### config.mk
export PLATFORM = sky130hd
export DESIGN_NAME = instruction_fetch_unit_flat
export DESIGN_NICKNAME = d
export VERILOG_FILES = /design/src/rtl/instruction_fetch_unit_pkg.sv /design/src/rtl/instruction_fetch_unit_if.sv /design/src/rtl/instruction_fetch_unit_fetch_buffer.sv /design/src/rtl/instruction_fetch_unit.sv /design/src/flat_wrapper.sv
export SDC_FILE = /design/constraint.sdc
export NUM_CORES = 1
export LEC_CHECK = 0
export ABC_AREA = 1
export CAP_MARGIN = 20
export CORE_MARGIN = 2
export CORE_UTILIZATION = 50
export CTS_CLUSTER_SIZE = 25
export DETAILED_ROUTE_END_ITERATION = 7
export PLACE_DENSITY = 0.81
export SLEW_MARGIN = 20
export SYNTH_ARGS = -nofsm -noshare
export SYNTH_HDL_FRONTEND = slang
export SYNTH_HIERARCHICAL = 1
export SYNTH_SLANG_ARGS = --single-unit
### constraint.sdc
create_clock -name clk -period 5.65 [get_ports clk]
set_input_delay 0.565 -clock clk [delete_from_list [all_inputs] [get_ports clk]]
set_output_delay 0.565 -clock clk [all_outputs]
set_load 0.03 [all_outputs]
### src/rtl/instruction_fetch_unit_pkg.sv
// Shared CPU definitions for the fetch front end: NOP encoding, word geometry,
// fetch FSM state encoding and the prefetch buffer entry layout.
package instruction_fetch_unit_pkg;

    // MOV R0,R0 -- also used by the decoder when a condition check fails.
    localparam logic [31:0] CPU_NOP_INSTR   = 32'hE1A0_0000;

    localparam int          WORD_W          = 32;
    localparam logic [31:0] WORD_BYTES      = 32'd4;
    localparam logic [31:0] WORD_ALIGN_MASK = 32'hFFFF_FFFC;

    typedef enum logic [1:0] {
        ST_IDLE,
        ST_FETCH,
        ST_WAIT_ROOM,
        ST_DRAIN
    } fetch_state_t;

    typedef struct packed {
        logic [31:0] instr;
        logic [31:0] pc;
    } fetch_entry_t;

    function automatic logic [31:0] word_align(input logic [31:0] addr);
        return addr & WORD_ALIGN_MASK;
    endfunction

endpackage

### src/rtl/instruction_fetch_unit_if.sv
// Bundle of the fetch unit's memory read bus, redirect input and decoder handshake.
interface instruction_fetch_unit_if;
    logic        mem_req;
    logic [31:0] mem_addr;
    logic [31:0] mem_rdata;
    logic        mem_ack;
    logic        fe_redirect_en;
    logic [31:0] fe_redirect_addr;
    logic        fd_valid;
    logic [31:0] fd_instruction;
    logic [31:0] fd_pc;
    logic        de_ready;

    modport master (
        output mem_req, mem_addr, fd_valid, fd_instruction, fd_pc,
        input  mem_rdata, mem_ack, fe_redirect_en, fe_redirect_addr, de_ready
    );

    modport slave (
        input  mem_req, mem_addr, fd_valid, fd_instruction, fd_pc,
        output mem_rdata, mem_ack, fe_redirect_en, fe_redirect_addr, de_ready
    );
endinterface

### src/rtl/instruction_fetch_unit_fetch_buffer.sv
// Synchronous prefetch FIFO of {instruction, pc}; flush wins over push and pop,
// and the head comes straight from storage registers.
module fetch_buffer
    import instruction_fetch_unit_pkg::*;
#(
    parameter int FIFO_DEPTH = 2
) (
    input  logic                          clk,
    input  logic                          rst,
    input  logic                          push,
    input  fetch_entry_t                  entry_in,
    input  logic                          pop,
    input  logic                          flush,
    output fetch_entry_t                  head,
    output logic [$clog2(FIFO_DEPTH):0]   count,
    output logic                          empty,
    output logic                          full
);

    localparam int PTR_W = $clog2(FIFO_DEPTH);
    localparam int CNT_W = PTR_W + 1;

    fetch_entry_t           slot_reg [FIFO_DEPTH];
    logic [PTR_W-1:0]       wr_ptr_reg;
    logic [PTR_W-1:0]       rd_ptr_reg;
    logic [CNT_W-1:0]       count_reg;
    logic                   do_push;
    logic                   do_pop;

    assign empty   = (count_reg == '0);
    assign full    = (count_reg == CNT_W'(FIFO_DEPTH));
    assign do_push = push && !flush && !full;
    assign do_pop  = pop && !flush && !empty;
    assign count   = count_reg;
    assign head    = slot_reg[rd_ptr_reg];

    // Storage carries no reset; validity is tracked solely by count_reg.
    always_ff @(posedge clk) begin
        if (do_push) begin
            slot_reg[wr_ptr_reg] <= entry_in;
        end
    end

    always_ff @(posedge clk) begin
        if (rst || flush) begin
            wr_ptr_reg <= '0;
            rd_ptr_reg <= '0;
            count_reg  <= '0;
        end else begin
            if (do_push) begin
                wr_ptr_reg <= wr_ptr_reg + PTR_W'(1);
            end
            if (do_pop) begin
                rd_ptr_reg <= rd_ptr_reg + PTR_W'(1);
            end
            case ({do_push, do_pop})
                2'b10:   count_reg <= count_reg + CNT_W'(1);
                2'b01:   count_reg <= count_reg - CNT_W'(1);
                default: count_reg <= count_reg;
            endcase
        end
    end

endmodule

### src/rtl/instruction_fetch_unit.sv
// CPU fetch front end: sequential word fetch into a prefetch buffer, with
// redirect handling that drains an in-flight read before restarting.
module instruction_fetch_unit
    import instruction_fetch_unit_pkg::*;
#(
    parameter logic [31:0] RESET_VECTOR = 32'h0000_0000,
    parameter int          FIFO_DEPTH   = 2,
    parameter logic [31:0] NOP_INSTR    = CPU_NOP_INSTR
) (
    input  logic                        clk,
    input  logic                        rst,
    instruction_fetch_unit_if.master    bus
);

    localparam int CNT_W = $clog2(FIFO_DEPTH) + 1;

    fetch_state_t       state_reg;
    fetch_state_t       state_next;
    logic [31:0]        fetch_addr_reg;
    logic [31:0]        fetch_addr_next;
    logic [31:0]        hold_addr_reg;
    logic [31:0]        hold_addr_next;
    logic [31:0]        redirect_target;
    logic               push;
    logic               pop;
    logic               full;
    logic               empty;
    logic [CNT_W-1:0]   count;
    logic [CNT_W-1:0]   count_after;
    fetch_entry_t       head;
    fetch_entry_t       push_entry;

    assign redirect_target = word_align(bus.fe_redirect_addr);
    assign pop             = !empty && bus.de_ready;
    assign push_entry      = '{instr: bus.mem_rdata, pc: fetch_addr_reg};

    // DRAIN keeps presenting the abandoned address until memory acknowledges it.
    assign bus.mem_req        = (state_reg == ST_FETCH) || (state_reg == ST_DRAIN);
    assign bus.mem_addr       = (state_reg == ST_DRAIN) ? hold_addr_reg : fetch_addr_reg;
    assign bus.fd_valid       = !empty;
    assign bus.fd_instruction = empty ? NOP_INSTR : head.instr;
    assign bus.fd_pc          = empty ? 32'h0 : head.pc;

    fetch_buffer #(
        .FIFO_DEPTH (FIFO_DEPTH)
    ) u_fetch_buffer (
        .clk      (clk),
        .rst      (rst),
        .push     (push),
        .entry_in (push_entry),
        .pop      (pop),
        .flush    (bus.fe_redirect_en),
        .head     (head),
        .count    (count),
        .empty    (empty),
        .full     (full)
    );

    always_comb begin
        state_next      = state_reg;
        fetch_addr_next = fetch_addr_reg;
        hold_addr_next  = hold_addr_reg;
        push            = 1'b0;
        count_after     = count + CNT_W'(1) - (pop ? CNT_W'(1) : CNT_W'(0));

        case (state_reg)
            ST_IDLE: begin
                state_next = ST_FETCH;
            end
            ST_FETCH: begin
                if (bus.fe_redirect_en) begin
                    // An acked word is simply dropped; an unacked one must be drained.
                    if (!bus.mem_ack) begin
                        state_next     = ST_DRAIN;
                        hold_addr_next = fetch_addr_reg;
                    end
                end else if (bus.mem_ack) begin
                    push            = !full;
                    fetch_addr_next = fetch_addr_reg + WORD_BYTES;
                    state_next      = (count_after < CNT_W'(FIFO_DEPTH)) ? ST_FETCH : ST_WAIT_ROOM;
                end
            end
            ST_WAIT_ROOM: begin
                if (bus.fe_redirect_en || pop) begin
                    state_next = ST_FETCH;
                end
            end
            ST_DRAIN: begin
                if (bus.mem_ack) begin
                    state_next = ST_FETCH;
                end
            end
            default: begin
                state_next = ST_IDLE;
            end
        endcase

        if (bus.fe_redirect_en) begin
            fetch_addr_next = redirect_target;
        end
    end

    always_ff @(posedge clk) begin
        if (rst) begin
            state_reg      <= ST_IDLE;
            fetch_addr_reg <= RESET_VECTOR;
            hold_addr_reg  <= RESET_VECTOR;
        end else begin
            state_reg      <= state_next;
            fetch_addr_reg <= fetch_addr_next;
            hold_addr_reg  <= hold_addr_next;
        end
    end

endmodule

### src/flat_wrapper.sv
// flat-port wrapper written by rule: the top's interface ports become plain ports
module instruction_fetch_unit_flat import instruction_fetch_unit_pkg::*;
#(
    parameter logic [31:0] RESET_VECTOR = 32'h0000_0000,
    parameter int          FIFO_DEPTH   = 2,
    parameter logic [31:0] NOP_INSTR    = CPU_NOP_INSTR
)
  (clk, rst, bus_mem_req, bus_mem_addr, bus_fd_valid, bus_fd_instruction, bus_fd_pc, bus_mem_rdata, bus_mem_ack, bus_fe_redirect_en, bus_fe_redirect_addr, bus_de_ready);
  instruction_fetch_unit_if bus_i ();
  input  logic clk;
  input  logic rst;
  output wire logic [$bits(bus_i.mem_req)-1:0] bus_mem_req;
  output wire logic [$bits(bus_i.mem_addr)-1:0] bus_mem_addr;
  output wire logic [$bits(bus_i.fd_valid)-1:0] bus_fd_valid;
  output wire logic [$bits(bus_i.fd_instruction)-1:0] bus_fd_instruction;
  output wire logic [$bits(bus_i.fd_pc)-1:0] bus_fd_pc;
  input wire logic [$bits(bus_i.mem_rdata)-1:0] bus_mem_rdata;
  input wire logic [$bits(bus_i.mem_ack)-1:0] bus_mem_ack;
  input wire logic [$bits(bus_i.fe_redirect_en)-1:0] bus_fe_redirect_en;
  input wire logic [$bits(bus_i.fe_redirect_addr)-1:0] bus_fe_redirect_addr;
  input wire logic [$bits(bus_i.de_ready)-1:0] bus_de_ready;
  assign bus_mem_req = bus_i.mem_req;
  assign bus_mem_addr = bus_i.mem_addr;
  assign bus_fd_valid = bus_i.fd_valid;
  assign bus_fd_instruction = bus_i.fd_instruction;
  assign bus_fd_pc = bus_i.fd_pc;
  assign bus_i.mem_rdata = bus_mem_rdata;
  assign bus_i.mem_ack = bus_mem_ack;
  assign bus_i.fe_redirect_en = bus_fe_redirect_en;
  assign bus_i.fe_redirect_addr = bus_fe_redirect_addr;
  assign bus_i.de_ready = bus_de_ready;
  instruction_fetch_unit #(.RESET_VECTOR(RESET_VECTOR), .FIFO_DEPTH(FIFO_DEPTH), .NOP_INSTR(NOP_INSTR)) u_core (.clk(clk), .rst(rst), .bus(bus_i));
endmodule
# After elaboration in Yosys (flattened, before gate mapping)
# Memories as Yosys holds them, arrays and structs flattened. A register that Yosys moved wholly into a read port is not among the register bits.
# Index checks and enable logic that the tools add are counted.
op_classes:
  n_addsub: 6
  magnitude_cmp: 1
  eq_ne: 10
  n_mux: 22
  n_bitwise: 1
  reduce_logical: 21
op_table:
  columns: ["cell", "n"]
  rows:
  - ["$mux 32", 6]
  - ["$add 32x3->32 const B", 1]
  - ["$mux 2", 6]
  - ["$eq 2x2->1 const B", 4]
  - ["$mux 1", 8]
  - ["$pmux 2 s4", 1]
  - ["$ne 3x3->1 const B", 2]
  - ["$reduce_bool 2->1", 3]
  - ["$logic_and 1x1->1", 5]
  - ["$eq 2x1->1 const B", 2]
  - ["$logic_not 2->1", 2]
  - ["$pmux 2 s2", 1]
  - ["$reduce_and 2->1", 2]
  - ["$reduce_and 4->1", 1]
  - ["$logic_not 1->1", 3]
  - ["$logic_or 1x1->1", 3]
  - ["$reduce_and 3->1", 1]
  - ["$add 1x1->1 const B", 2]
  - ["$add 2x1->2 const B", 1]
  - ["$lt 2x2->1 const B", 1]
  - ["$ne 2x1->1 const B", 1]
  - ["$ne 2x2->1 const B", 1]
  - ["$reduce_or 2->1", 1]
  - ["$sub 2x1->2 const B", 1]
  - ["2 further kinds", 2]
word_totals:
  ff_bits: 70
  ram_bits: 128
  input_bits: 69
  out_inout_bits: 98
  word_cells: 69
  n_memories: 1
mem_list:
  columns: ["memory", "words", "width", "read_ports", "rd_ports_with_merged_regs", "wr", "line_no", "text"]
  rows:
  - ["u_core.u_fetch_buffer.slot_reg", 2, 64, 1, 1, 1, "instruction_fetch_unit_fetch_buffer.sv:23", "fetch_entry_t slot_reg [FIFO_DEPTH];"]

# Depth between registers and ports, before layout
logic_depth:
  depth_word: 10
  mapped_depth: 13
  mapped_depth_nobuf: 13

# Modules after synthesis
# The synthesis kept the hierarchy.
modules_own_cells:
  columns: ["module", "n_inst", "cells_each", "area_each_um2"]
  rows:
  - ["fetch_buffer", 1, 239, 5177.5]
  - ["instruction_fetch_unit", 1, 730, 4256.6]

# Least setup slack after synthesis
# Ideal clock, no wire load.
synth_path:
  kind: "in2reg"
  startpoint: "in bus_fe_redirect_en"
  endpoint: "mem u_core/u_fetch_buffer/slot_reg[0][0] (netlist bit), enable pin"
  setup_ns: 0.486
  arrival_time_ns: 4.133
  required_ns: 5.164
  slack_ns: 1.031
  path_stages: 7
  cell_sequence: "buf_4 -> clkbuf_1 -> nor4_1 -> inv_1 -> nor2_1 -> nand2_1 -> nor2_1"
synth_between:
  elab_chain_cells: 6
synth_lines:
  columns: ["element", "line_no", "text"]
  rows:
  - ["start: declaration", "flat_wrapper.sv:19", "input wire logic [$bits(bus_i.fe_redirect_en)-1:0] bus_fe_redirect_en;"]
  - ["$mux 1", "instruction_fetch_unit.sv:71", "if (bus.fe_redirect_en) begin"]
  - ["$mux 1", "instruction_fetch_unit.sv:66", "case (state_reg)"]
  - ["via u_core.push", "instruction_fetch_unit.sv:24", "logic push;"]
  - ["$logic_and 1x1->1 (2 in series)", "instruction_fetch_unit_fetch_buffer.sv:32", "assign do_push = push && !flush && !full;"]
  - ["$mux 1", "instruction_fetch_unit_fetch_buffer.sv:39", "if (do_push) begin"]
  - ["$mux 1 (not written as such)", "instruction_fetch_unit_fetch_buffer.sv:40", "slot_reg[wr_ptr_reg] <= entry_in;"]
  - ["end: declaration", "instruction_fetch_unit_fetch_buffer.sv:23", null]
# The timed path passes the listed nets, and every way through them passes these cells.

==> key figures <==
Run status
  – Status: complete, no violations

Clock tree
  – Clock tree buffer depth: 2
  – H-Tree Depth: 4
  – Total CTS buffers: 17
  – Post-CTS Resized: 0
  – # clock sinks: slightly below 200
  – Clk_lat worst skew: approximately 0.43 ns
  – CTS Root Cell: clkbuf_16
  – TritonCTS clock tree: built
  – Postcts setup bufs: 0
  – Hold_buf cts: 0
  – Worst-path clk slew: around 0.070 ns

Critical path
  – Critical Path Sink Type: output port
  – Worst path required time: between 5 and 6 ns
  – CP max stage cell: dfxtp_4
  – Crit path arrival time: just under 3 ns
  – R2r setup slk: around 3 ns
  – Setup Crit Path Kind: register to output port
  – Crit-path cells: buf_4 > mux2_4 > inv_1 > nor2_1 > clkdlybuf4s50_1
  – Critical path fanouts, max: 38
  – Worst Setup Start Kind: register
  – Depth of the most critical reg-to-reg path: 9
  – R2R Path Start: u_core/u_fetch_buffer/count[0]
  – Family with the most delay on the worst path: buffers and inverters
  – Buffers & Inverters on Critical Path: 3
  – Critical path's largest stage delay: about 0.79 ns
  – Critical R2R Capture: u_core/u_fetch_buffer/slot_reg[1][38]

Power
  – Leak: 4.413 nW
  – Peak VDD IR: ~0.21 mV
  – Pwr Density: 256.0 mW/mm²
  – Overall power: 2.991 mW

Timing
  – Hold Violations, Final: 0
  – RSZ-0062 raised after global routing: no
  – Highest Clock Rate: about 0.28 GHz
  – Fin worst setup slack: 2.132 ns
  – Final setup fails: 0
  – TNS Setup: 0 ns
  – Max-slew headroom: between 40% and 50%
  – Period Utilization, post-route: between 60 and 70%
  – Period minus WS final: between 3 and 4 ns
  – Final Max Tran Viols: 0
  – Max Clock Skew: ~0.015 ns
  – Worst slew pin tran: around 0.85 ns

Global route
  – Overall routing resource usage: roughly a fifth
  – Aggregate global routing overflow: 0
  – Vias in the first global route: roughly 6600
  – Initial antenna violation count: 0
  – First-pass GRT wire length: approximately 33000 µm
  – Largest net degree at the start of global routing: 59

Finish
  – Util after Layout: between 60% and 70%
  – Finished layout cell area: ~0.012 mm²
  – Area grow syn2layout: 23.85%
  – Commonest non-fill, non-tap cell in the layout: nand2_1
  – Final net count: about 1200
  – Layout cells sized above 1: 12.54%
  – Fillers: 1498
  – Ant. Diodes: 0
  – Most frequent cells in the layout: nand2_1 (172), clkdlybuf4s50_1 (162), nor2_1 (144), edfxtp_1 (128), inv_1 (117)
  – Largest register FFs: about 130

Place
  – Dpl hpwl: around 14000 µm
  – Pre-CTS setup slack: roughly 2.5 ns
  – # port buffers: around 160
  – GP Congestion: 0.8500
  – Placed cell areas: approximately 0.011 mm²

Die
  – Io pins: around 170
  – Die area: approximately 0.02 mm²
  – Std cell rows: 50
  – Core Box Area: approximately 0.019 mm²
  – Die H: roughly 140 µm
  – Die width: 141.4 µm
  – Initial core utilization: about 50%

Routing
  – Post-DRT Antenna Nets: 0
  – Total wire length: approximately 21000 µm
  – Initial DRC count: around 550
  – Via count: roughly 7000
  – Routed vias/inst: 5.160
  – Initial DRT Pass Iterations: 5
  – WL/cell: roughly 15 µm
  – DRC Markers: 0

Yosys
  – Syn. warnings: 6
  – Sequential area share after synthesis: approximately 55%
  – Synthesized instance count: 969
  – Synthesized area: between 0.009 and 0.01 mm²
  – #FFs+latches synth: just under 200
  – Avg Cell Area, Syn: slightly below 10 µm²
  – Yosys cell types: 41

Worst hold path
  – Worst Hold Depth: 2
  – Hold Path Sink: u_core/hold_addr_reg[3]
  – HP Start: u_core/hold_addr_reg[3]
  – Hold Path Class: register to register

Flow run
  – Number of max-cap violations: 0
## report_power, final
part	internal [mW]	switching, mW
clock network	0.601	0.502
registers	1.56	0.0375
logic	0.125	0.169
## cell type report
| type | count | area [µm²] | area share, % |
|---|---|---|---|
| Sequential cell | 195 | 5189 | 44.41 |
| Multi-Input combinational cell | 611 | 3500 | 29.95 |
| Timing Repair Buffer | 174 | 1719 | 14.71 |
| Clock buffer | 24 | 483.0 | 4.134 |
| Inverter | 120 | 450.4 | 3.855 |
| Tap cell | 234 | 292.8 | 2.506 |
| Clock inverter | 8 | 50.05 | 0.4284 |
## worst register-to-register path, stage by stage, from the launching register on
cell	delay, ns
dfxtp_1	0.48
inv_1	0.10
nand2_1	0.13
inv_1	0.06
nor4_1	0.25
inv_1	0.06
nor2_1	0.17
nand3_1	0.14
inv_2	0.53
buf_4	0.41
## per-layer routing
metal	GRT usage (%)	vias to the layer above	wire length, µm
li1	-	3488	-
met4	8.368	0	547
met3	4.185	39	1596
met5	0	-	0
met2	32.83	291	9310
met1	27.94	3230	9093
## worst max-delay path by stage
stage                  startpoint  slack (ns)                               endpoint  depth (start not counted)
3_3_place_gp   bus_fe_redirect_en        2.51  u_core/u_fetch_buffer/slot_reg[1][37]                          8
4_1_cts                  register        2.07                          bus_fd_pc[10]                          5
6_report                 register        2.13                          bus_fd_pc[10]                          5
5_1_grt                  register        1.97                          bus_fd_pc[19]                          5
2_1_floorplan  bus_fe_redirect_en        1.03   u_core/u_fetch_buffer/slot_reg[0][0]                          7
3_5_place_dp   bus_fe_redirect_en        2.50  u_core/u_fetch_buffer/slot_reg[1][38]                          8
## per-stage QoR
| stage | std cells | hold WS, ns |
|---|---|---|
| after floorplan | 974 | 0.4694 |
| after global placement | 1333 | 0.4954 |
| after detailed placement | 1333 | 0.5070 |
| after CTS | 1365 | 0.5252 |
| after global routing | 1366 | 0.5425 |
| final | 1366 | 0.5204 |
## Yosys cell counts, drive strengths merged
master | count | area [µm²]
nand3 | 45 | 230.2
dfxtp | 67 | 1341
nor4 | 1 | 6.260
a31oi | 6 | 37.54
clkbuf | 21 | 78.83
a21oi | 48 | 259.0
nand2 | 179 | 704.4
a211oi | 3 | 22.52
inv | 120 | 450.4
buf | 26 | 251.5
conb | 1 | 3.750
xor2 | 1 | 8.760
nor2 | 158 | 666.9
a221oi | 1 | 8.760
nand3b | 1 | 7.510
edfxtp | 128 | 3844
and2 | 1 | 6.260
nor3 | 7 | 40.04
a22oi | 1 | 7.510
or2 | 7 | 43.79
xnor2 | 1 | 8.760
ha | 2 | 25.02
o21ai | 63 | 315.3
nand4 | 8 | 50.05
dlygate4sd1 | 1 | 8.760
o311ai | 1 | 8.760
o211ai | 7 | 52.55
mux2 | 64 | 945.9
## kinds of logic (layout without fill, tap and decap cells)
family / Yosys count / after routing / share of synthesized area (%)
multiplexers: 64 / 64 / 10.03
AND/OR/NAND/NOR: 407 / 407 / 18.61
flip-flops: 195 / 195 / 54.96
AO/OA/AOI/OAI: 130 / 130 / 7.546
other: 1 / 6 / 0.03975
buffers and inverters: 168 / 326 / 8.369
XOR/XNOR: 2 / 2 / 0.1857
adder cells (fa/ha/maj): 2 / 2 / 0.2652
Power figures use the tool's default switching activity.
